<file path="src/rtl/alu_seq_exec.sv">
// alu_seq_exec: multi-cycle EX-stage execute unit.
// Accepts a 4-bit ALU opcode with operands over a valid/ready handshake.
// Logic, arithmetic and compare ops finish in one cycle. Shifts run
// iteratively, moving one bit per cycle. Results are returned over a
// valid/ready handshake with backpressure.
// Ports:
//   clk, rst_n             clock, asynchronous active-low reset
//   in_valid / in_ready    request handshake
//   alu_opcode, op_a, op_b request payload (shift amount = op_b[SHAMT_W-1:0])
//   out_valid / out_ready  result handshake
//   result, zero           result value and result==0 flag
//   illegal_op             accepted opcode was not a defined operation
module alu_seq_exec #(
   parameter  int unsigned WIDTH   = 32,
   localparam int unsigned SHAMT_W = $clog2(WIDTH)
) (
   input  logic             clk,
   input  logic             rst_n,
   input  logic             in_valid,
   output logic             in_ready,
   input  logic [3:0]       alu_opcode,
   input  logic [WIDTH-1:0] op_a,
   input  logic [WIDTH-1:0] op_b,
   output logic             out_valid,
   input  logic             out_ready,
   output logic [WIDTH-1:0] result,
   output logic             zero,
   output logic             illegal_op
);

   localparam logic [3:0] OP_SLT  = 4'b0000;
   localparam logic [3:0] OP_ADD  = 4'b0001;
   localparam logic [3:0] OP_SUB  = 4'b0010;
   localparam logic [3:0] OP_AND  = 4'b0011;
   localparam logic [3:0] OP_OR   = 4'b0100;
   localparam logic [3:0] OP_SLL  = 4'b0101;
   localparam logic [3:0] OP_SRL  = 4'b0110;
   localparam logic [3:0] OP_XOR  = 4'b0111;
   localparam logic [3:0] OP_SRA  = 4'b1010;
   localparam logic [3:0] OP_SLTU = 4'b1011;

   typedef enum logic [1:0] {IDLE, SHIFT, DONE} state_t;

   state_t             state_q, state_d;
   logic               in_ready_d, out_valid_d, zero_d, illegal_d;
   logic [WIDTH-1:0]   result_d;
   logic [WIDTH-1:0]   work_q, work_d;
   logic [SHAMT_W-1:0] cnt_q, cnt_d;
   logic [3:0]         sop_q, sop_d;

   logic [SHAMT_W-1:0] shamt;
   logic               is_shift;
   logic               legal;
   logic [WIDTH-1:0]   alu_res;
   logic [WIDTH-1:0]   shift1;

   assign shamt    = op_b[SHAMT_W-1:0];
   assign is_shift = (alu_opcode == OP_SLL) || (alu_opcode == OP_SRL) ||
                     (alu_opcode == OP_SRA);

   // Single-cycle datapath; a shift only lands here when its amount is zero.
   always_comb begin
      legal   = 1'b1;
      alu_res = '0;
      case (alu_opcode)
         OP_SLT:  alu_res = ($signed(op_a) < $signed(op_b)) ? WIDTH'(1) : '0;
         OP_SLTU: alu_res = (op_a < op_b) ? WIDTH'(1) : '0;
         OP_ADD:  alu_res = op_a + op_b;
         OP_SUB:  alu_res = op_a - op_b;
         OP_AND:  alu_res = op_a & op_b;
         OP_OR:   alu_res = op_a | op_b;
         OP_XOR:  alu_res = op_a ^ op_b;
         OP_SLL, OP_SRL, OP_SRA: alu_res = op_a;
         default: begin
            legal   = 1'b0;
            alu_res = '0;
         end
      endcase
   end

   // One-bit step of the iterative shifter.
   always_comb begin
      shift1 = work_q;
      case (sop_q)
         OP_SLL:  shift1 = {work_q[WIDTH-2:0], 1'b0};
         OP_SRL:  shift1 = {1'b0, work_q[WIDTH-1:1]};
         OP_SRA:  shift1 = {work_q[WIDTH-1], work_q[WIDTH-1:1]};
         default: shift1 = work_q;
      endcase
   end

   // Next-state and next-output logic.
   always_comb begin
      state_d     = state_q;
      in_ready_d  = in_ready;
      out_valid_d = out_valid;
      result_d    = result;
      zero_d      = zero;
      illegal_d   = illegal_op;
      work_d      = work_q;
      cnt_d       = cnt_q;
      sop_d       = sop_q;
      case (state_q)
         IDLE: begin
            if (in_valid) begin
               in_ready_d = 1'b0;
               if (is_shift && (shamt != '0)) begin
                  work_d  = op_a;
                  cnt_d   = shamt;
                  sop_d   = alu_opcode;
                  state_d = SHIFT;
               end else begin
                  result_d    = alu_res;
                  zero_d      = (alu_res == '0);
                  illegal_d   = ~legal;
                  out_valid_d = 1'b1;
                  state_d     = DONE;
               end
            end
         end
         SHIFT: begin
            work_d = shift1;
            cnt_d  = cnt_q - SHAMT_W'(1);
            if (cnt_q == SHAMT_W'(1)) begin
               result_d    = shift1;
               zero_d      = (shift1 == '0);
               illegal_d   = 1'b0;
               out_valid_d = 1'b1;
               state_d     = DONE;
            end
         end
         DONE: begin
            // Release only; a new request waits for the following edge.
            if (out_ready) begin
               out_valid_d = 1'b0;
               in_ready_d  = 1'b1;
               state_d     = IDLE;
            end
         end
         default: begin
            state_d     = IDLE;
            in_ready_d  = 1'b1;
            out_valid_d = 1'b0;
         end
      endcase
   end

   // State and output registers.
   always_ff @(posedge clk or negedge rst_n) begin
      if (!rst_n) begin
         state_q    <= IDLE;
         in_ready   <= 1'b1;
         out_valid  <= 1'b0;
         result     <= '0;
         zero       <= 1'b1;
         illegal_op <= 1'b0;
         work_q     <= '0;
         cnt_q      <= '0;
         sop_q      <= '0;
      end else begin
         state_q    <= state_d;
         in_ready   <= in_ready_d;
         out_valid  <= out_valid_d;
         result     <= result_d;
         zero       <= zero_d;
         illegal_op <= illegal_d;
         work_q     <= work_d;
         cnt_q      <= cnt_d;
         sop_q      <= sop_d;
      end
   end

endmodule

</file>
<file path="config.mk">
export PLATFORM = sky130hd
export DESIGN_NAME = alu_seq_exec
export DESIGN_NICKNAME = d
export VERILOG_FILES = /design/src/rtl/alu_seq_exec.sv
export SDC_FILE = /design/constraint.sdc
export NUM_CORES = 1
export LEC_CHECK = 0
export CORE_MARGIN = 2
export CORE_UTILIZATION = 42
export CTS_CLUSTER_SIZE = 30
export DETAILED_ROUTE_END_ITERATION = 10
export PLACE_DENSITY_LB_ADDON = 0.25
export SYNTH_ARGS = -nofsm -noshare
export SYNTH_HDL_FRONTEND = slang
export SYNTH_SLANG_ARGS = --single-unit
export TNS_END_PERCENT = 30
</file>
<file path="constraint.sdc">
create_clock -name clk -period 4.3 [get_ports clk]
set_clock_uncertainty 0.2 [all_clocks]
set_input_delay 0.86 -clock clk [delete_from_list [all_inputs] [get_ports clk]]
set_output_delay 0.86 -clock clk [all_outputs]
set_load 0.05 [all_outputs]
</file>
==> key figures <==
STA
  • Slew HR: between 30% and 40%
  • Minimum clock period: 4240 ps
  • Final Hold Vio Count: 0
  • Sum Neg Setup Slack: 0 ps
  • Tcrit/Tclk final: 98.5%
  • Slew Limit Fails: 0
  • Final count of negative-setup-slack endpoints: 0
  • Achievable Freq: between 200 and 250 MHz
  • Worst Setup Slack, final: roughly 64 ps
  • Slew @ Worst Pin: 991 ps

Drt
  • Via count: 12800
  • Initial DRC count: 1564
  • Final WL: 43.9 mm
  • Wire per inst: 20.5 µm
  • ANT nets after route: 0
  • DR vias/cell: roughly 6.0
  • Drt drc: 0
  • First drt pass iteration count: 8

Clocking
  • Num CTS Buffers: 9
  • Clock Sinks: 79
  • Reg clk slew, reported paths: roughly 60 ps
  • Clock Tree Root: clkbuf_16
  • H-tree levels: 3
  • Longest Clk Path Bufs: 2
  • CTS tree: yes
  • Insertion delay to the later sink of the worst-skew pair: 340 ps

Status
  • Status: finished clean

Cells and area
  • Ant. Diodes: 0
  • Final Util: approximately two thirds
  • Design area: 15500 µm²
  • Final nets: between 1500 and 2000
  • Final-layout fill cell count: 2024
  • Proportion of layout cells with a drive suffix above 1: 33.3%
  • Synthesis-to-layout area growth: 52.2%

Worst setup path
  • R2R setup slack: 640 ps
  • Crit-path max FO: 6
  • Critical Path Start: op_a[16]
  • WP data required: 4360 ps
  • Critical path endpoint category: register
  • Arrival @ worst endpoint: ~4300 ps
  • Startpoint Class: input pin
  • Worst Setup Path Type: input pin to register
  • Reg2reg start: state_q[0]$_DFFE_PN0P_

Placed design
  • Pre-CTS WS: -926 ps
  • Port bufs: 107
  • Placed cell area: 14000 µm²
  • Routability cong.: about 1
  • HPWL Detailed: 33.6 mm

Yosys
  • Synth Area in Adders: about an eighth
  • Simple-gate share of the synthesized area: 23.7%
  • Ys flop type: dfrtp_1
  • Gate Count Post-Synth: 1410
  • Cell variety after synth: a little over 90
  • Compound-Gate Fraction of Synth Area: 34.1%
  • Async S/R FF share, synth: 100%
  • Synth area leader: dfrtp_1
  • Ranking of synthesized cells by area: dfrtp_1 19%, ha_1 13%, nand2_1 7.0%, nor2_1 5.4%, a21oi_1 5.1%
  • Synth Net Count: 1589
  • Cell with the most instances after synthesis: nand2_1
  • Post-synth top area share: 18.9%
  • Seq/Total Area, Yosys: 19.4%
  • Yosys Warn Count: 0
  • Synth Register Bits: just under 80
  • Largest family of logic cells by synthesized area: compound AO/OA/AOI/OAI gates
  • Mux share of post-synthesis cell area: under 10%
  • Synthesized area: 10200 µm²
  • Post-synth top cells: 189 x nand2_1, 147 x nor2_1, 109 x inv_1
  • Post-synth EDFFs: 0
  • Synth Area in XOR/XNOR: 0.430%
  • Synth Area per Inst: 7.22 µm²

Die
  • Die X: 160 µm
  • I/O pin total: about 110
  • Core Area: about 24000 µm²
  • Chip Height: 160 µm
  • Die Footprint: between 20000 and 30000 µm²
  • # rows: 56
  • Initial Util: 43.1%

Run
  • Maxcap violations: 0

Pwr
  • Leakage power total: 7.33 nW
  • Total Power: 5.93 mW
  • IR drop worst, VDD: between 0.0003 and 0.0004 V
  • Pwr dens: ~380 nW/µm²

Worst hold path
  • Class of the worst hold path: register to register
  • Hold path start: result[2]$_DFFE_PN0P_

Global route
  • First-pass GRT wire length: 66.0 mm
  • Antenna violations before repair: 0
  • GR Overflow Total: 0
  • Pin count of the biggest net entering global routing: 80
  • Vias in the first global route: 11900
  • GRT Overall Usage: 32.4%
## cells in the final DEF (no fill, tap or decap), types with 7 or more instances in the layout
cell               n
nand2b_1          11
a22oi_1           35
nor2b_1           13
o21ai_2            8
o21ai_0           52
buf_4            374
clkdlybuf4s50_1   72
dfrtp_1           77
nor2_1           139
ha_1              78
nand4_1           16
o211ai_1          15
inv_1             84
a21oi_2           18
a21oi_1           83
nor4_1             9
and3_1            12
clkbuf_16          9
o21a_1             7
o22ai_1           13
nand2_1          186
o21bai_1          12
nand3_1           23
a21o_1            24
a211oi_1          18
a221oi_1          16
a221o_1            7
nor3_1            24
dlymetal6s2s_1    25
ha_4              21
o31ai_1           44
inv_2             24
o221ai_1           7
## state kept, by name, indices dropped and copies added (netlist names)
signal,cells
result,32
work_q,32
cnt_q,5
sop_q,4
state_q,2
illegal_op,1
in_ready,1
out_valid,1
zero,1
## what timing repair did
item / CTS / global route
setup buffers: 6 / 16
hold endpoints to repair: 0 / 0
pin swaps: 20 / 66
resized for setup: 47 / 231
endpoints found under the setup margin: 18 / 17
hold buffers: 0 / 0
## through the flow
step	instances	hold WS (ps)
floorplan	1410	265
global placement	2100	258
detailed placement	2100	265
CTS	2122	280
global route	2138	308
finish	2138	273
## report_power, final
| group | internal (mW) | switching [mW] | leakage, nW |
|---|---|---|---|
| clock | 0.462 | 0.304 | 0.144 |
| sequential | 1.09 | 0.318 | 0.979 |
| combinational | 1.49 | 2.27 | 6.20 |
| total | 3.04 | 2.89 | 7.33 |
## kinds of logic after synthesis
kind of cell    after synthesis
fa+ha+maj                   107
simple gates                514
buf+inv                     204
xor+xnor                      5
flops                        79
mux                          12
compound gates              489
## layout make-up
type	instances	area [µm²]	area share, %
clock buffers	10	239	1.54
clock inverters	6	60.1	0.387
inverters	109	412	2.66
multi-input cells	1127	8400	54.2
flip-flops and latches	79	1980	12.8
well taps	319	399	2.57
repair buffers	488	4010	25.9
## layer usage
layer | vias to the layer above | track usage, % | share of wire [%]
met1 | 6039 | 46.0 | 43
met3 | 101 | 4.18 | 9.4
met5 | - | 0 | 0
met2 | 652 | 51.2 | 45
li1 | 5960 | - | -
met4 | 0 | 10.1 | 3.2
## worst max-delay path: stages
cell and delay [ps]:
clkdlybuf4s50_1 510, inv_1 50, ha_1 310, buf_4 170
inv_1 50, a21oi_1 70, a21boi_0 150, or4_1 490
a21o_1 230, a2111oi_2 370, buf_4 180, o221ai_1 110
o21ai_1 160, and3_1 190, nand4_1 120, o31ai_2 260
## worst paths after layout
path                                     endpoint  depth (start not counted)
setup / recovery                 zero$_DFFE_PN1P_                         16
hold / removal              result[2]$_DFFE_PN0P_                          2
setup reg to reg                 zero$_DFFE_PN1P_                         12
hold reg to reg             result[2]$_DFFE_PN0P_                          2
max in group asynchronous  result[29]$_DFFE_PN0P_                          1
min in group asynchronous   out_valid$_DFFE_PN0P_                          1
No activity file was read; power rests on OpenSTA's default activity.
==> patch 1: new RTL, same settings <==
Encoding of `state_t`: now one-hot (3 bits for 3 states).
--- a/src/rtl/alu_seq_exec.sv
+++ b/src/rtl/alu_seq_exec.sv
@@ -40,5 +40,5 @@
    localparam logic [3:0] OP_SLTU = 4'b1011;
 
-   typedef enum logic [1:0] {IDLE, SHIFT, DONE} state_t;
+   typedef enum logic [2:0] {IDLE = 3'b001, SHIFT = 3'b010, DONE = 3'b100} state_t;
 
    state_t             state_q, state_d;
Behaviour: no difference found for any inputs over 4 cycles, from zero or initial values and one cycle with rst_n low; so few cycles prove little.
==> patch 1 against the original RTL <==
  * The flow now finishes with violations (setup timing)
  * Total power rose by 1.1%
  * Area after synthesis is 5.1% higher
  * First-iteration DRC count increased by 16%
  * Worst setup slack lost 170 ps
  * Sequential cell count up 1
  * Die area rose by 5.0%
  * Synthesized cell count is 5.6% higher
  * Cell area rose by 8.8%
  * Sequential share of layout area fell by 0.88 points
  * Hold slack lost 1.4 ps
  * Wire length up 14%
==> patch 1: results (changes against the original RTL) <==
Routed wire length = 49.9 mm (was 43.9 mm)
DP HPWL = 39.2 mm (was 33.6 mm)
Post-synth top cells = 202 x nand2_1, 135 x nor2_1, 111 x o21ai_0 (was 189 x nand2_1, 147 x nor2_1, 109 x inv_1)
Largest net degree at the start of global routing = 81 (was 80)
Post-synthesis cell count = 1489 (was 1410)
Syn nets = 1668 (was 1589)
Hold Crit Start = result[30] (was result[2])
Worst Hold End = result[30] (was result[2])
Outcome = complete, but fails checks (was finished, final reports clean)
HP Class = reg -> reg (unchanged)
Slowest stage delay, CP = 490 ps (was 510 ps)
Crit-path max FO = 4 (was 6)
CP max stage cell = or4_4 (was clkdlybuf4s50_1)
First-pass iteration count of the detailed router = 5 (was 8)
Worst-Margin Slew = 1020 ps (was 991 ps)
Initial antenna violation count = 2 (was 0)
Adder-cell share of the synthesized area = 0.126 (was 0.133)
Vias in the first global route = 13.1k (was 11.9k)
Synth cell types = 90 (was 93)
Max VDD drop = 0.451 mV (was 0.391 mV)
Cell internal pwr = 3.12 mW (was 3.04 mW)
P_leak = 7.93 nW (was 7.33 nW)
Global-route wire length before repair = 75.8 mm (was 66.0 mm)
Fill cell count = 2169 (was 2024)
Setup TNS = -102 ps (was 0 ps)
Compound-gate portion of the synthesized area = 0.330 (was 0.341)
Setup ws final = -102 ps (was 63.6 ps)
Pre-CTS setup slack = -1100 ps (was -926 ps)
FF-to-FF path depth = 11 (was 12)
Post-synthesis mux area share = 0.0228 (was 0.0125)
CTS Buf Count = 9 (unchanged)
Placed inst area = 15100 µm² (was 14000 µm²)
Setup violations, final = 1 (was 0)
DR vias = 14.0k (was 12.8k)
GRT Total Usage = 0.367 (was 0.324)
Syn-to-layout area delta = 57.6% (was 52.2%)
Initial drt markers = 1808 (was 1564)
H-tree depth = 3 (unchanged)
Failing checks = setup timing
WHS = 272 ps (was 273 ps)
Worst EP arrival = 4450 ps (was 4300 ps)
Crit path max-delay family = compound AO/OA/AOI/OAI gates (unchanged)
Nets@finish = 2170 (was 1993)
R2R Path Start = state_q[2] (was state_q[0])
Worst-Skew Late Latency = 330 ps
Final Instance Count excl. Fillers = 2327 (was 2138)
Share of layout cells above drive strength 1 = 0.359 (was 0.333)
Synth Area in XOR/XNOR = 0.00643 (was 0.00430)
Gpl congestion = 1.00 (was 0.984)
Internal reg-to-reg setup slack = 670 ps (was 640 ps)
Register area share after synthesis = 0.187 (was 0.194)
Top cells by area, synth = dfrtp_1 18%, ha_1 12%, nand2_1 7.1% (was dfrtp_1 19%, ha_1 13%, nand2_1 7.0%)
## patch 1: cell types whose count changed in the layout (fill, tap and decap cells not counted), sizes merged, moves of 11 or more
cell / change
buf: +105
o21ai: +51
dlymetal6s2s: -22
dlygate4sd2: +21
a21oi: -20
mux2i: +15
o211ai: -13
nand2: +12
nor2: -11
o211a: +11
## patch 1: how the worst max path moves through the flow
stage / from / to / slack, ps / depth (start not counted)
2_1_floorplan: op_a[0] / zero / 30 / 15
3_3_place_gp: op_a[0] / zero / -960 / 14
3_5_place_dp: op_a[0] / zero / -1100 / 14
4_1_cts: op_b[8] / zero / -60 / 15
5_1_grt: op_a[0] / zero / -230 / 18
6_report: op_a[0] / zero / -100 / 18
## patch 1: layer usage
layer | share of wire | global-route usage | routed length [µm] | vias to the layer above
met2 | 0.44 | 0.565 | 21800 | 669
met1 | 0.45 | 0.539 | 22500 | 6722
met3 | 0.085 | 0.0343 | 4260 | 98
met4 | 0.027 | 0.113 | 1360 | 0
met5 | 0 | 0 | 0 | -
li1 | - | - | - | 6463
## patch 1: layout make-up
cell class,count,share of cell area
Antenna cell,1,0.000148
Clock buffer,15,0.0177
Clock inverter,1,0.000445
Inverter,108,0.0244
Multi-Input combinational cell,1199,0.530
Sequential cell,80,0.119
Tap cell,330,0.0245
Timing Repair Buffer,593,0.284
## patch 1: power groups by stage
stage | logic (mW) | registers (mW) | clock network (mW)
floorplan | 1.64 | 1.80 | 0
global placement | 3.49 | 1.38 | 0
detailed placement | 3.53 | 1.39 | 0
CTS | 3.73 | 1.38 | 0.770
global route | 4.14 | 1.43 | 0.808
finish | 3.85 | 1.38 | 0.762
## patch 1: timing repair
action,4_1_cts,5_1_grt
buffers inserted,40,20
setup endpoints to repair,8,8
gates resized for setup,233,75
pin swaps,62,41
==> patch 2: new RTL, same flow settings <==
Without the edit above. The parameter `WIDTH` goes from 32 to 64.
--- a/src/rtl/alu_seq_exec.sv
+++ b/src/rtl/alu_seq_exec.sv
@@ -12,5 +12,5 @@
 //   illegal_op             accepted opcode was not a defined operation
 module alu_seq_exec #(
-   parameter  int unsigned WIDTH   = 32,
+   parameter  int unsigned WIDTH   = 64,
    localparam int unsigned SHAMT_W = $clog2(WIDTH)
 ) (
Ports: changed (resized op_a, op_b and result); port bits go from 108 to 204. The function was not compared with the original's and may differ.
==> patch 2 against the original RTL <==
  * Cell area grew 120%
  * Wire length grew to 2.8 times the old value
  * Clock power grew 130%
  * Sequential cell count grew 65
  * Area after synthesis grew 100%
  * Register-to-register slack lost 1100 ps
  * Fmax shrank 22%
  * First-iteration DRC count grew to 3.0 times the old value
  * Worst setup slack lost 1200 ps
  * The run now ends with setup timing left
  * Cell count grew 120%
  * Largest cell class unchanged
  * Total power grew 120%
  * Critical path depth grew 2
==> patch 2: results (changes against the original RTL) <==
Post-synth ARST share = 1.00 (unchanged)
Fill cell count = 3800 (was 2024)
Clock Buffer Count = 18 (was 10)
Register area = 3610 µm² (was 1980 µm²)
Cell area after layout = 34600 µm² (was 15500 µm²)
Global-route wire length before repair = 177 mm (was 66.0 mm)
Setup ws final = -1150 ps (was 63.6 ps)
Largest net degree at the start of global routing = 87 (was 80)
Port Buffers = 203 (was 107)
Nets@finish = 4437 (was 1993)
Max VDD drop = 0.428 mV (was 0.391 mV)
GRT Total Usage = 0.462 (was 0.324)
Slew Limit Headroom = 0.314 (was 0.340)
WL met2 = 51.4 mm (was 19.7 mm)
CTS Buf Count = 17 (was 9)
Met3 usage = 0.102 (was 0.0418)
Placed inst area = 30000 µm² (was 14000 µm²)
Length of routed wiring on met1 = 47.9 mm (was 18.7 mm)
Multi-input logic area = 17900 µm² (was 8400 µm²)
Crit path max-delay family = simple AND/OR/NAND/NOR gates (was compound AO/OA/AOI/OAI gates)
DP HPWL = 93.0 mm (was 33.6 mm)
Bufs w/o clock = 1327 (was 488)
CP Launch Point = op_a[1] (was op_a[16])
CP max stage cell = or4_4 (was clkdlybuf4s50_1)
Invs w/o clock = 206 (was 109)
Routed wire length = 121 mm (was 43.9 mm)
Clk sinks = 144 (was 79)
Syn nets = 3289 (was 1589)
Routing usage on met2 = 0.706 (was 0.512)
Worst-Skew Late Latency = 510 ps (was 340 ps)
Vias in the first global route = 29.1k (was 11.9k)
Slowest stage delay, CP = 600 ps (was 510 ps)
Biggest regs = result: 64 flops, work_q: 64 flops, cnt_q: 6 flops (was result: 32 flops, work_q: 32 flops, cnt_q: 5 flops)
Outcome = complete, but fails checks (was finished, final reports clean)
Post-synth top cells = 376 x nand2_1, 339 x nor2_1, 237 x a21oi_1 (was 189 x nand2_1, 147 x nor2_1, 109 x inv_1)
Multi-input gates = 2400 (was 1127)
Gpl congestion = 1.08 (was 0.984)
Register area share after synthesis = 0.176 (was 0.194)
HP Class = in -> async (was reg -> reg)
Setup violations, final = 13 (was 0)
DR vias = 30.2k (was 12.8k)
Internal reg-to-reg setup slack = -500 ps (was 640 ps)
Tap cells = 615 (was 319)
Pre-CTS setup slack = -2440 ps (was -926 ps)
Initial drt markers = 4691 (was 1564)
Post-synthesis cell count = 2948 (was 1410)
Final-layout clock-cell area share = 0.0186 (was 0.0193)
Highest routing layer actually used = met5 (was met4)
Top cells by area, synth = dfrtp_1 17%, ha_1 12%, nand2_1 6.9% (was dfrtp_1 19%, ha_1 13%, nand2_1 7.0%)
P_leak = 16.1 nW (was 7.33 nW)
Crit-path max FO = 3 (was 6)
Initial antenna violation count = 4 (was 0)
Failing checks = setup timing
FF-to-FF path depth = 15 (was 12)
Setup TNS = -4210 ps (was 0 ps)
Share of layout cells above drive strength 1 = 0.397 (was 0.333)
Clock transition at path regs = 80 ps (was 60 ps)
Vias per inst = 6.38 (was 5.96)
-- patch 2: changes by cell type in the layout (fill, tap and decap cells not counted), moves of 41 or more --
cell             change
clkdlybuf4s50_1     +57
a21oi_1            +113
buf_6               +90
dfrtp_1             +65
nand2_1            +185
o21ai_0             +87
nor2_1             +176
inv_1               +51
o31ai_1             +58
inv_2               +41
ha_1                +76
buf_4              +644
-- patch 2: power breakdown --
| group | switching (mW) | internal [mW] | total, mW |
|---|---|---|---|
| Clock | 0.801 | 0.959 | 1.76 |
| Sequential | 0.634 | 1.98 | 2.61 |
| Combinational | 5.22 | 3.39 | 8.61 |
| Total | 6.66 | 6.32 | 13.0 |
-- patch 2: what timing repair did --
action                                  CTS  global route
buffers inserted                         94            59
gates resized for setup                 542           271
pin swaps                               118           115
hold buffers                              0             0
cloned                                    1             0
endpoints found under the setup margin   42            43
-- patch 2: how the worst min path moves through the flow --
stage | slack, ps | to | cells after the start | start
detailed placement | 270 | result[54] | 1 | result[54]
finish | 240 | result[2] | 1 | rst_n
global route | 300 | result[22] | 1 | result[22]
global placement | 260 | result[1] | 2 | result[1]
CTS | 270 | result[2] | 1 | rst_n
floorplan | 270 | work_q[0] | 2 | work_q[0]
-- patch 2: cell families (layout without fill, tap and decap cells) --
group / Yosys count / in the layout / synth area share
AO/OA/AOI/OAI: 1059 / 1059 / 0.357
XOR/XNOR: 24 / 24 / 0.0112
adder cells (fa/ha/maj): 205 / 205 / 0.126
buffers and inverters: 404 / 1565 / 0.0767
flip-flops: 144 / 144 / 0.176
multiplexers: 12 / 12 / 0.00641
AND/OR/NAND/NOR: 1100 / 1100 / 0.247
